==> src/rtl/jtag_uart_rx_bridge.sv <==
// jtag_uart_rx_bridge
//
// Receive-side bridge between the JTAG UART core and the solver's serial
// input. It acts as an Avalon-MM master that polls the JTAG UART data
// register and pushes every valid received byte into a small FIFO. The
// FIFO is presented to the solver as a valid/ready byte stream.
//
// Ports:
//   clock, reset        system clock; synchronous active-high reset
//   jtag_address        Avalon address, tied to the data register (0)
//   jtag_read           Avalon read request, held until the slave completes
//   jtag_write          tied low, this bridge never writes
//   jtag_writedata      tied to zero
//   jtag_waitrequest    Avalon wait; a read completes when it is low
//   jtag_readdata       [7:0] byte, [15] RVALID, [31:16] RAVAIL
//   rx_valid            FIFO holds at least one byte
//   rx_data             FIFO head byte
//   rx_ready            consumer accepts the head byte this cycle
//   rx_count            FIFO occupancy, 0 to DEPTH
module jtag_uart_rx_bridge #(
    parameter int DEPTH      = 16,
    parameter int LOG2_DEPTH = 4,
    parameter int POLL_GAP   = 15
) (
    input  logic                  clock,
    input  logic                  reset,
    output logic [2:0]            jtag_address,
    output logic                  jtag_read,
    output logic                  jtag_write,
    output logic [31:0]           jtag_writedata,
    input  logic                  jtag_waitrequest,
    input  logic [31:0]           jtag_readdata,
    output logic                  rx_valid,
    output logic [7:0]            rx_data,
    input  logic                  rx_ready,
    output logic [LOG2_DEPTH:0]   rx_count
);

    localparam logic [LOG2_DEPTH:0] FULL_COUNT = (LOG2_DEPTH + 1)'(DEPTH);
    localparam logic [7:0]          GAP_RELOAD = 8'(POLL_GAP);

    typedef enum logic {
        S_IDLE,
        S_READ
    } state_t;

    state_t                  state_q, state_d;
    logic [7:0]              gap_q, gap_d;
    logic [LOG2_DEPTH-1:0]   wr_ptr_q, wr_ptr_d;
    logic [LOG2_DEPTH-1:0]   rd_ptr_q, rd_ptr_d;
    logic [LOG2_DEPTH:0]     count_q, count_d;
    logic [7:0]              mem_q [DEPTH];

    logic                    push;
    logic                    pop;
    logic                    byte_valid;
    logic                    more_bytes;
    logic                    unused_readdata_bits;

    assign byte_valid = jtag_readdata[15];
    assign more_bytes = |jtag_readdata[31:16];

    // Bits [14:8] of the data register carry nothing this bridge needs.
    assign unused_readdata_bits = ^jtag_readdata[14:8];

    assign jtag_address   = 3'd0;
    assign jtag_write     = 1'b0;
    assign jtag_writedata = 32'd0;
    assign jtag_read      = (state_q == S_READ);

    assign rx_valid = (count_q != '0);
    assign rx_data  = mem_q[rd_ptr_q];
    assign rx_count = count_q;

    // Next-state logic for the poll FSM, gap counter and FIFO bookkeeping.
    // A read is only launched with room in the FIFO, and only one read is
    // ever outstanding, so a push can never find the FIFO full.
    always_comb begin
        state_d  = state_q;
        gap_d    = gap_q;
        push     = 1'b0;
        wr_ptr_d = wr_ptr_q;
        rd_ptr_d = rd_ptr_q;
        count_d  = count_q;

        case (state_q)
            S_IDLE: begin
                if (gap_q != 8'd0) begin
                    gap_d = gap_q - 8'd1;
                end else if (count_q < FULL_COUNT) begin
                    state_d = S_READ;
                end
            end
            S_READ: begin
                // Reads are destructive in the slave, so the request stays
                // up until the slave completes it.
                if (!jtag_waitrequest) begin
                    push    = byte_valid;
                    gap_d   = (byte_valid && more_bytes) ? 8'd0 : GAP_RELOAD;
                    state_d = S_IDLE;
                end
            end
            default: state_d = S_IDLE;
        endcase

        pop = rx_valid && rx_ready;

        if (push) begin
            wr_ptr_d = wr_ptr_q + LOG2_DEPTH'(1);
        end
        if (pop) begin
            rd_ptr_d = rd_ptr_q + LOG2_DEPTH'(1);
        end

        case ({push, pop})
            2'b10:   count_d = count_q + (LOG2_DEPTH + 1)'(1);
            2'b01:   count_d = count_q - (LOG2_DEPTH + 1)'(1);
            default: count_d = count_q;
        endcase
    end

    // All control state lives in one register block.
    always_ff @(posedge clock) begin
        if (reset) begin
            state_q  <= S_IDLE;
            gap_q    <= 8'd0;
            wr_ptr_q <= '0;
            rd_ptr_q <= '0;
            count_q  <= '0;
        end else begin
            state_q  <= state_d;
            gap_q    <= gap_d;
            wr_ptr_q <= wr_ptr_d;
            rd_ptr_q <= rd_ptr_d;
            count_q  <= count_d;
        end
    end

    // Byte storage is left unreset; the count alone says what is valid.
    always_ff @(posedge clock) begin
        if (push) begin
            mem_q[wr_ptr_q] <= jtag_readdata[7:0];
        end
    end

endmodule

==> config.mk <==
export PLATFORM = sky130hd
export DESIGN_NAME = jtag_uart_rx_bridge
export DESIGN_NICKNAME = d
export VERILOG_FILES = /design/src/rtl/jtag_uart_rx_bridge.sv
export SDC_FILE = /design/constraint.sdc
export NUM_CORES = 1
export LEC_CHECK = 0
export CORE_UTILIZATION = 53
export DETAILED_ROUTE_END_ITERATION = 8
export PLACE_DENSITY = 0.88
export SLEW_MARGIN = 25
export SYNTH_ARGS = -nofsm -noshare
export SYNTH_HDL_FRONTEND = slang
export SYNTH_SLANG_ARGS = --single-unit
==> constraint.sdc <==
create_clock -name clock -period 3.6 [get_ports clock]
set_clock_uncertainty 0.2 [all_clocks]
set_input_delay 0.36 -clock clock [delete_from_list [all_inputs] [get_ports clock]]
set_output_delay 0.36 -clock clock [all_outputs]
set_load 0.005 [all_outputs]
## Word-level counts from Yosys, hierarchy flattened

Memories as Yosys holds them, arrays and structs flattened. A register that Yosys moved wholly into a read port is not among the register bits.
Index checks and enable logic that the tools add are counted.

| storage, ports and cells | value |
|---|---|
| bits in writable memories | 128 |
| output and inout port bits | 51 |
| flip-flop bits (word level) | 22 |
| memories | 1 |

Memories:

| name | words | bits a word | rd ports | clocked after memory_dff | wr ports | RTL line | text |
|---|---|---|---|---|---|---|---|
| mem_q | 16 | 8 | 1 | 1 | 1 | 52 | `logic [7:0] mem_q [DEPTH];` |

| operators by class | value |
|---|---|
| equal/unequal tests | 4 |
| multiplexer cells | 15 |
| magnitude comparators | 1 |
| bitwise gates (word level) | 1 |
| $add $sub $neg | 5 |
| reductions and logical operators | 7 |

Operator list:

| cell | count |
|---|---|
| $mux 8 | 2 |
| $pmux 8 s2 | 1 |
| $reduce_or 16->1 | 1 |
| $mux 4 | 3 |
| $pmux 5 s2 | 1 |
| $add 4x1->4 const B | 2 |
| $reduce_bool 8->1 | 1 |
| $sub 8x1->8 const B | 1 |
| $mux 1 | 7 |
| $add 5x1->5 const B | 1 |
| $lt 5x5->1 const B | 1 |
| $reduce_bool 5->1 | 1 |
| $sub 5x1->5 const B | 1 |
| $ne 2x2->1 const B | 2 |
| $eq 2x1->1 const B | 1 |
| $eq 2x2->1 const B | 1 |
| $logic_and 1x1->1 | 2 |
| $pmux 1 s2 | 1 |
| $reduce_and 2->1 | 1 |
| $reduce_bool 2->1 | 1 |
| $not 1->1 | 1 |

## Logic depth before layout (Yosys ltp)

Gate-level depths: netlist of the first run.

| logic depth | value |
|---|---|
| word-level depth | 5 |
| mapped depth | 12 |
| mapped depth without buffers | 10 |

## Least setup slack after synthesis of the first run

No wires, ideal clock.

| timing | value |
|---|---|
| kind | reg-to-reg |
| start point | register count_q[1], in the netlist rx_count[1] |
| end point | register count_q[4], in the netlist rx_count[4] |
| path slack | 0.388 ns |
| stages on the path, launching flop included | 12 |
| path buffers | 1 |
| data arrival time | 2.892 ns |
| library setup time | 0.121 ns |
| period minus slack after synthesis | 3.212 ns |
| required time | 3.279 ns |
| cells stage by stage | dfxtp_1 or2_2 o41a_1 ha_1 clkbuf_1 xor2_1 ha_1 and4bb_2 nor4_1 nor3_1 mux2i_1 mux2_2 |

| on the way | value |
|---|---|
| longest elaborated chain between the ends | 4 |

Ends and longest elaborated chain:

| item | RTL line | text |
|---|---|---|
| start: declaration | 51 | `logic [LOG2_DEPTH:0] count_q, count_d;` |
| start signal: assignment | 135 | `count_q <= count_d;` |
| $reduce_bool 5->1 * | 71 | `assign rx_valid = (count_q != '0);` |
| $logic_and 1x1->1 * | 106 | `pop = rx_valid && rx_ready;` |
| net pop | 55 | `logic pop;` |
| $eq 2x1->1 / $eq 2x2->1 (equally long branches) | 115 | `case ({push, pop})` |
| $pmux 5 s2 / $reduce_bool 2->1 (equally long branches) | n/a |  |

Mark *: on every way through the listed nets, which the timed path passes. The rest lies on a longest branch.
A chain may end at the register's enable or synchronous reset.

## Final worst setup path of the first run

Same ends and word-level chain as after synthesis.

==> impl_metrics.env, run 1 <==
export IMPL_final_cells=647
export IMPL_die_h_um=114
export IMPL_powerDensity_nw_per_um2=596
export IMPL_crit_path_start_kind="flip-flop"
export IMPL_post_route_period_util_pct=90.7
export IMPL_rsz0062_at_grt="no"
export IMPL_crit_start="rx_count[1]$_SDFFE_PP0P_"
export IMPL_core_um2=12100
export IMPL_dieArea_um2=13000
export IMPL_status="finished, final reports clean"
export IMPL_power_mw=4.67
export IMPL_grt_use_total_pct=21.9
export IMPL_fin_crit_ps=3260
export IMPL_synth_area_per_cell_um2=16.5
export IMPL_leakagePower_nw=2.70
export IMPL_holdWs_ps=282
export IMPL_pre_cts_slack_ps=311
export IMPL_clk_latency_ps=420
export IMPL_synth_area_leaders="edfxtp_1 58%, mux4_1 11%, dfxtp_1 7.8%"
export IMPL_setup_violations=0
export IMPL_via_per_inst=5.55
export IMPL_hold_path_class="flip-flop to flip-flop"
export IMPL_start_util_pct=55.0
export IMPL_cts_resized=0
export IMPL_hpwl_mm=8.27
export IMPL_layout_common_cells="128 x edfxtp_1, 43 x clkdlybuf4s50_1, 41 x nor2_1, 36 x conb_1, 28 x mux4_1"
export IMPL_final_max_slew_viol_count=0
export IMPL_dieWidth_um=114
export IMPL_utilization_pct=64.7
export IMPL_htreeDepth=4
export IMPL_r2r_start="rx_count[1]$_SDFFE_PP0P_"
export IMPL_clockRootBuffer="clkbuf_16"
export IMPL_fin_setup_tns_ps=0
export IMPL_finish_instance_area_um2=7840
export IMPL_num_rows=40
export IMPL_grt_pass1_vias=3610
export IMPL_cts_path_max_buffers=2
export IMPL_grt_pass1_wl_mm=19.9
export IMPL_cts_setup_buffers=0
export IMPL_cts_num_sinks=154
export IMPL_antenna_left=0
export IMPL_maxCapViolCount=0
export IMPL_slew_headroom_pct=42.1
export IMPL_placed_area_um2=7230
export IMPL_async_flop_share_pct=0
export IMPL_cts_inserted_buffers=17
export IMPL_nets=511
export IMPL_max_freq_ghz=0.306
export IMPL_hold_start="gap_q[6]$_SDFFE_PP0P_"
export IMPL_setup_ws_ps=337
export IMPL_routed_wl_mm=13.3
export IMPL_cts_reportedPaths_clkPinSlew_ps=60
export IMPL_post_place_cells=615
export IMPL_grt_overflow_total=0
export IMPL_max_slew_worst_pin_slew_ps=866
export IMPL_worst_endpoint_required_ps=3710
export IMPL_crit_arrival_ps=3370
export IMPL_syn2layout_area_growth_pct=17.6
export IMPL_synthSimpleGateAreaFrac_pct=6.23
export IMPL_grt_max_degree=33
export IMPL_r2r_setup_slack_ps=340
export IMPL_yosys_area_top_type_share_pct=57.7
export IMPL_ys_seq_area_share_pct=65.5
export IMPL_yosys_warnings=0
export IMPL_synth_compound_area_share_pct=3.08
export IMPL_ys_seq_elements=154
export IMPL_postCtsHoldBufs=0
export IMPL_vias=3590
export IMPL_max_vdd_ir_drop_mv=0.447
export IMPL_synth_area_um2=6670
export IMPL_drive_gt1_share_pct=14.2
export IMPL_numPortBuffers=43
export IMPL_yosysTopAreaCell="edfxtp_1"
export IMPL_cts_tree="yes"
export IMPL_io_pins=87
export IMPL_synth_cell_type_count=44
export IMPL_fill_cells=835
export IMPL_final_common_cell="edfxtp_1"
export IMPL_synth_edf_count=128
export IMPL_critical_path_peak_fanout=6
export IMPL_gp_congestion=0.814
export IMPL_crit_type="flip-flop to flip-flop"
export IMPL_synth_top_family_by_area="multiplexers"
export IMPL_drt_iter0_drc=309
export IMPL_crit_path_end_kind="flip-flop"
export IMPL_antenna_found_initial=0
export IMPL_wl_per_cell_um=20.5
export IMPL_syn_inst=403
export IMPL_final_hold_viol_count=0
export IMPL_ys_flop_type="edfxtp_1"
export IMPL_antenna_cells=0
export IMPL_first_pass_iters=4
export IMPL_drc=0
export IMPL_yosys_area_share_adder_pct=1.69
export IMPL_synthXorXnorAreaFrac_pct=1.45
export IMPL_synthMuxAreaShare_pct=15.9
critical path, cell delays in order, from the launching register on:
cell and delay [ps]:
dfxtp_1 360, or2_2 340, o41a_1 420, ha_1 250
xor2_1 150, ha_1 210, and4bb_2 320, nor4_1 70
nor3_1 250, mux2i_1 250, mux2_2 340
cells by family after synthesis:
| logic type | count (synthesis) |
|---|---|
| adders and majority gates | 9 |
| buffers and inverters | 64 |
| xor gates and xnor gates | 11 |
| DFF | 154 |
| muxes | 45 |
| AOI/OAI and AO/OA | 30 |
| and+or+nand+nor | 89 |
| other | 1 |
state kept, by name, indices dropped and copies added, names as in the netlist, named ones only:
register and count:
gap_q 8, wr_ptr_q 4, rd_ptr_q 4, rx_count 5, jtag_read 1, mem_q 128
synthesized netlist by cell type, drive strengths merged, types with 2 or more instances:
cell type and n:
o21ai 8, mux2i 4, mux4 40, o41a 2
or4 2, or3 2, nor2 41, o22ai 2
nor3 12, xor2 6, dfxtp 26, a21oi 11
nor4 5, nand4 2, buf 46, inv 9
nand2 16, clkbuf 9, ha 9, xnor2 5
edfxtp 128, nand2b 2
worst paths after layout:
kind | end | depth (start not counted)
setup / recovery | rx_count[4]$_SDFFE_PP0P_ | 10
hold / removal | gap_q[6]$_SDFFE_PP0P_ | 2
setup reg to reg | rx_count[4]$_SDFFE_PP0P_ | 10
hold reg to reg | gap_q[6]$_SDFFE_PP0P_ | 2
routing by layer:
metal  wire, um  vias up  GRT usage, %  part of all wire [%]
met4        144        0          8.40                   1.1
met3       1080       12          5.51                   8.1
li1           -     1628             -                     -
met2       7170      166          38.1                    54
met5          0        -             0                     0
met1       4870     1784          26.3                    37
layout make-up:
type,instances,area [um2],area share [%]
tap,168,210,2.68
inverter,9,33.8,0.431
timing repair buffer,64,601,7.66
multi-input combinational,220,2020,25.8
sequential,154,4360,55.7
clock buffer,25,559,7.14
clock inverter,7,47.5,0.607
power by group:
part	leakage [nW]	total [mW]	switching [mW]	internal (mW)
clock network	0.302	1.74	0.663	1.08
registers	1.36	2.04	0.0566	1.99
logic	1.03	0.883	0.419	0.464
total	2.70	4.67	1.14	3.53
No activity file was read; power rests on OpenSTA's default activity.
==> inputs of run 2 (changes only) <==
Settings changed: CORE_UTILIZATION 53 to 50, HOLD_SLACK_MARGIN set to 0.03, PLACE_DENSITY 0.88 to 0.87.
Clock period 3.6 ns to 3 ns, I/O delays scaled along.
==> run 2 against run 1 <==
  * The run now ends with negative setup slack left
  * Largest power group unchanged
  * Clock-buffer cell count down 7
  * Core utilization fell by 1.9 points
  * Power up 24%
  * Critical endpoint is now rx_data[0]
  * Global-route usage down 1.7 points
  * Worst setup slack got worse by 390 ps
  * Critical path depth fell by 6
==> impl_metrics.env, run 2 (synthesis gave the netlist of run 1 again) <==
export IMPL_status="finished with violations"
export IMPL_failed_checks="negative setup slack"
export IMPL_first_pass_iters=4
export IMPL_drc=0
export IMPL_multi_input_area_um2=2020
export IMPL_clk_latency_ps=410
export IMPL_fin_crit_ps=3050
export IMPL_dieArea_um2=13800
export IMPL_cts_tree="yes"
export IMPL_crit_arrival_ps=2550
export IMPL_grt_overflow_total=0
export IMPL_htreeDepth=4
export IMPL_final_hold_viol_count=0
export IMPL_maxCapViolCount=0
export IMPL_final_cells=671
export IMPL_crit_path_start_kind="flip-flop"
export IMPL_num_rows=41
export IMPL_utilization_pct=62.8
export IMPL_worst_endpoint_required_ps=2500
export IMPL_wl_per_cell_um=20.0
export IMPL_rsz0062_at_grt="yes"
export IMPL_powerDensity_nw_per_um2=721
export IMPL_power_mw=5.81
export IMPL_syn2layout_area_growth_pct=20.8
export IMPL_postCtsHoldBufs=0
export IMPL_finish_instance_area_um2=8050
export IMPL_hold_path_class="flip-flop to flip-flop"
export IMPL_antenna_cells=0
export IMPL_final_common_cell="edfxtp_1"
export IMPL_io_pins=87
export IMPL_grt_use_total_pct=20.2
export IMPL_post_route_period_util_pct=102
export IMPL_setup_ws_ps=-52.9
export IMPL_die_h_um=117
export IMPL_placed_area_um2=7330
export IMPL_nets=533
export IMPL_largest_register_ffs=128
export IMPL_grt_pass1_vias=3766
export IMPL_cts_path_max_buffers=2
export IMPL_drt_iter0_drc=342
export IMPL_vias=3678
export IMPL_core_um2=12800
export IMPL_setup_violations=4
export IMPL_antenna_left=0
export IMPL_cts_inserted_buffers=17
export IMPL_clockRootBuffer="clkbuf_16"
export IMPL_drive_gt1_share_pct=20.4
export IMPL_final_max_slew_viol_count=0
export IMPL_antenna_found_initial=0
export IMPL_largest_register="mem_q"
export IMPL_dieWidth_um=117
export IMPL_start_util_pct=52.0
export IMPL_numPortBuffers=43
export IMPL_max_slew_worst_pin_slew_ps=898
export IMPL_critical_path_peak_fanout=8
export IMPL_max_freq_ghz=0.328
export IMPL_leakagePower_nw=2.82
export IMPL_routed_wl_mm=13.4
export IMPL_regArea_um2=4370
export IMPL_fill_cells=916
export IMPL_grt_pass1_wl_mm=20.3
export IMPL_grt_max_degree=33
export IMPL_via_per_inst=5.48
export IMPL_crit_type="flip-flop to primary output"
export IMPL_cts_reportedPaths_clkPinSlew_ps=50
export IMPL_max_vdd_ir_drop_mv=0.460
export IMPL_crit_path_end_kind="primary output"
export IMPL_slew_headroom_pct=39.9
export IMPL_holdWs_ps=289
export IMPL_layout_common_cells="128 x edfxtp_1, 41 x nor2_1, 39 x buf_4, 38 x clkdlybuf4s50_1, 36 x conb_1"
export IMPL_gp_congestion=0.852
export IMPL_post_place_cells=628
export IMPL_hpwl_mm=8.41
export IMPL_cts_num_sinks=154
-- run 2: power by group --
group          total, mW  internal, mW  switching [mW]
logic               1.27         0.693           0.572
clock network       2.09          1.29           0.792
registers           2.46          2.39          0.0674
total               5.81          4.38            1.43
-- run 2: area by class of cell --
cell class | instances | area share (%)
Timing Repair Buffer | 86 | 10.2
Multi-Input combinational cell | 220 | 25.1
Tap cell | 172 | 2.67
Clock inverter | 12 | 1.87
Sequential cell | 154 | 54.3
Clock buffer | 18 | 5.33
Inverter | 9 | 0.420
-- run 2: worst paths after layout --
kind,slack [ps],depth (start not counted),end,start
worst max-delay path,-50,4,rx_data[0],flip-flop
worst min-delay path,290,2,gap_q[1]$_SDFFE_PP0P_,gap_q[1]$_SDFFE_PP0P_
worst max register to register,-20,10,rx_count[4]$_SDFFE_PP0P_,rx_count[1]$_SDFFE_PP0P_
worst min register to register,290,2,gap_q[1]$_SDFFE_PP0P_,gap_q[1]$_SDFFE_PP0P_
-- run 2: what timing repair did --
action                     4_1_cts  5_1_grt
hold endpoints to repair         0        0
pin swaps                        4        1
setup endpoints to repair        9        9
resized for setup                7       13
buffers inserted                 1       10
cloned                           1        1
-- run 2: per-stage QoR --
step	worst slack, ps	TNS (ps)
2_1_floorplan	-163	-163
5_1_grt	-96.0	-354
3_3_place_gp	14.5	0
3_5_place_dp	-87.2	-87.2
4_1_cts	-114	-710
6_report	-52.9	-115
-- run 2: metal layers --
layer	wire length, um	vias to the layer above	part of all wire [%]	track usage (%)
met4	172	0	1.3	6.65
met2	7260	124	54	35.5
met5	0	-	0	0
met1	5300	1881	40	23.9
met3	673	12	5.0	5.72
li1	-	1661	-	-
-- run 2: critical path, stage by stage (launching register included) --
cell	delay [ps]
dfxtp_4	410
buf_12	160
mux4_1	590
mux4_2	500
clkdlybuf4s50_1	480
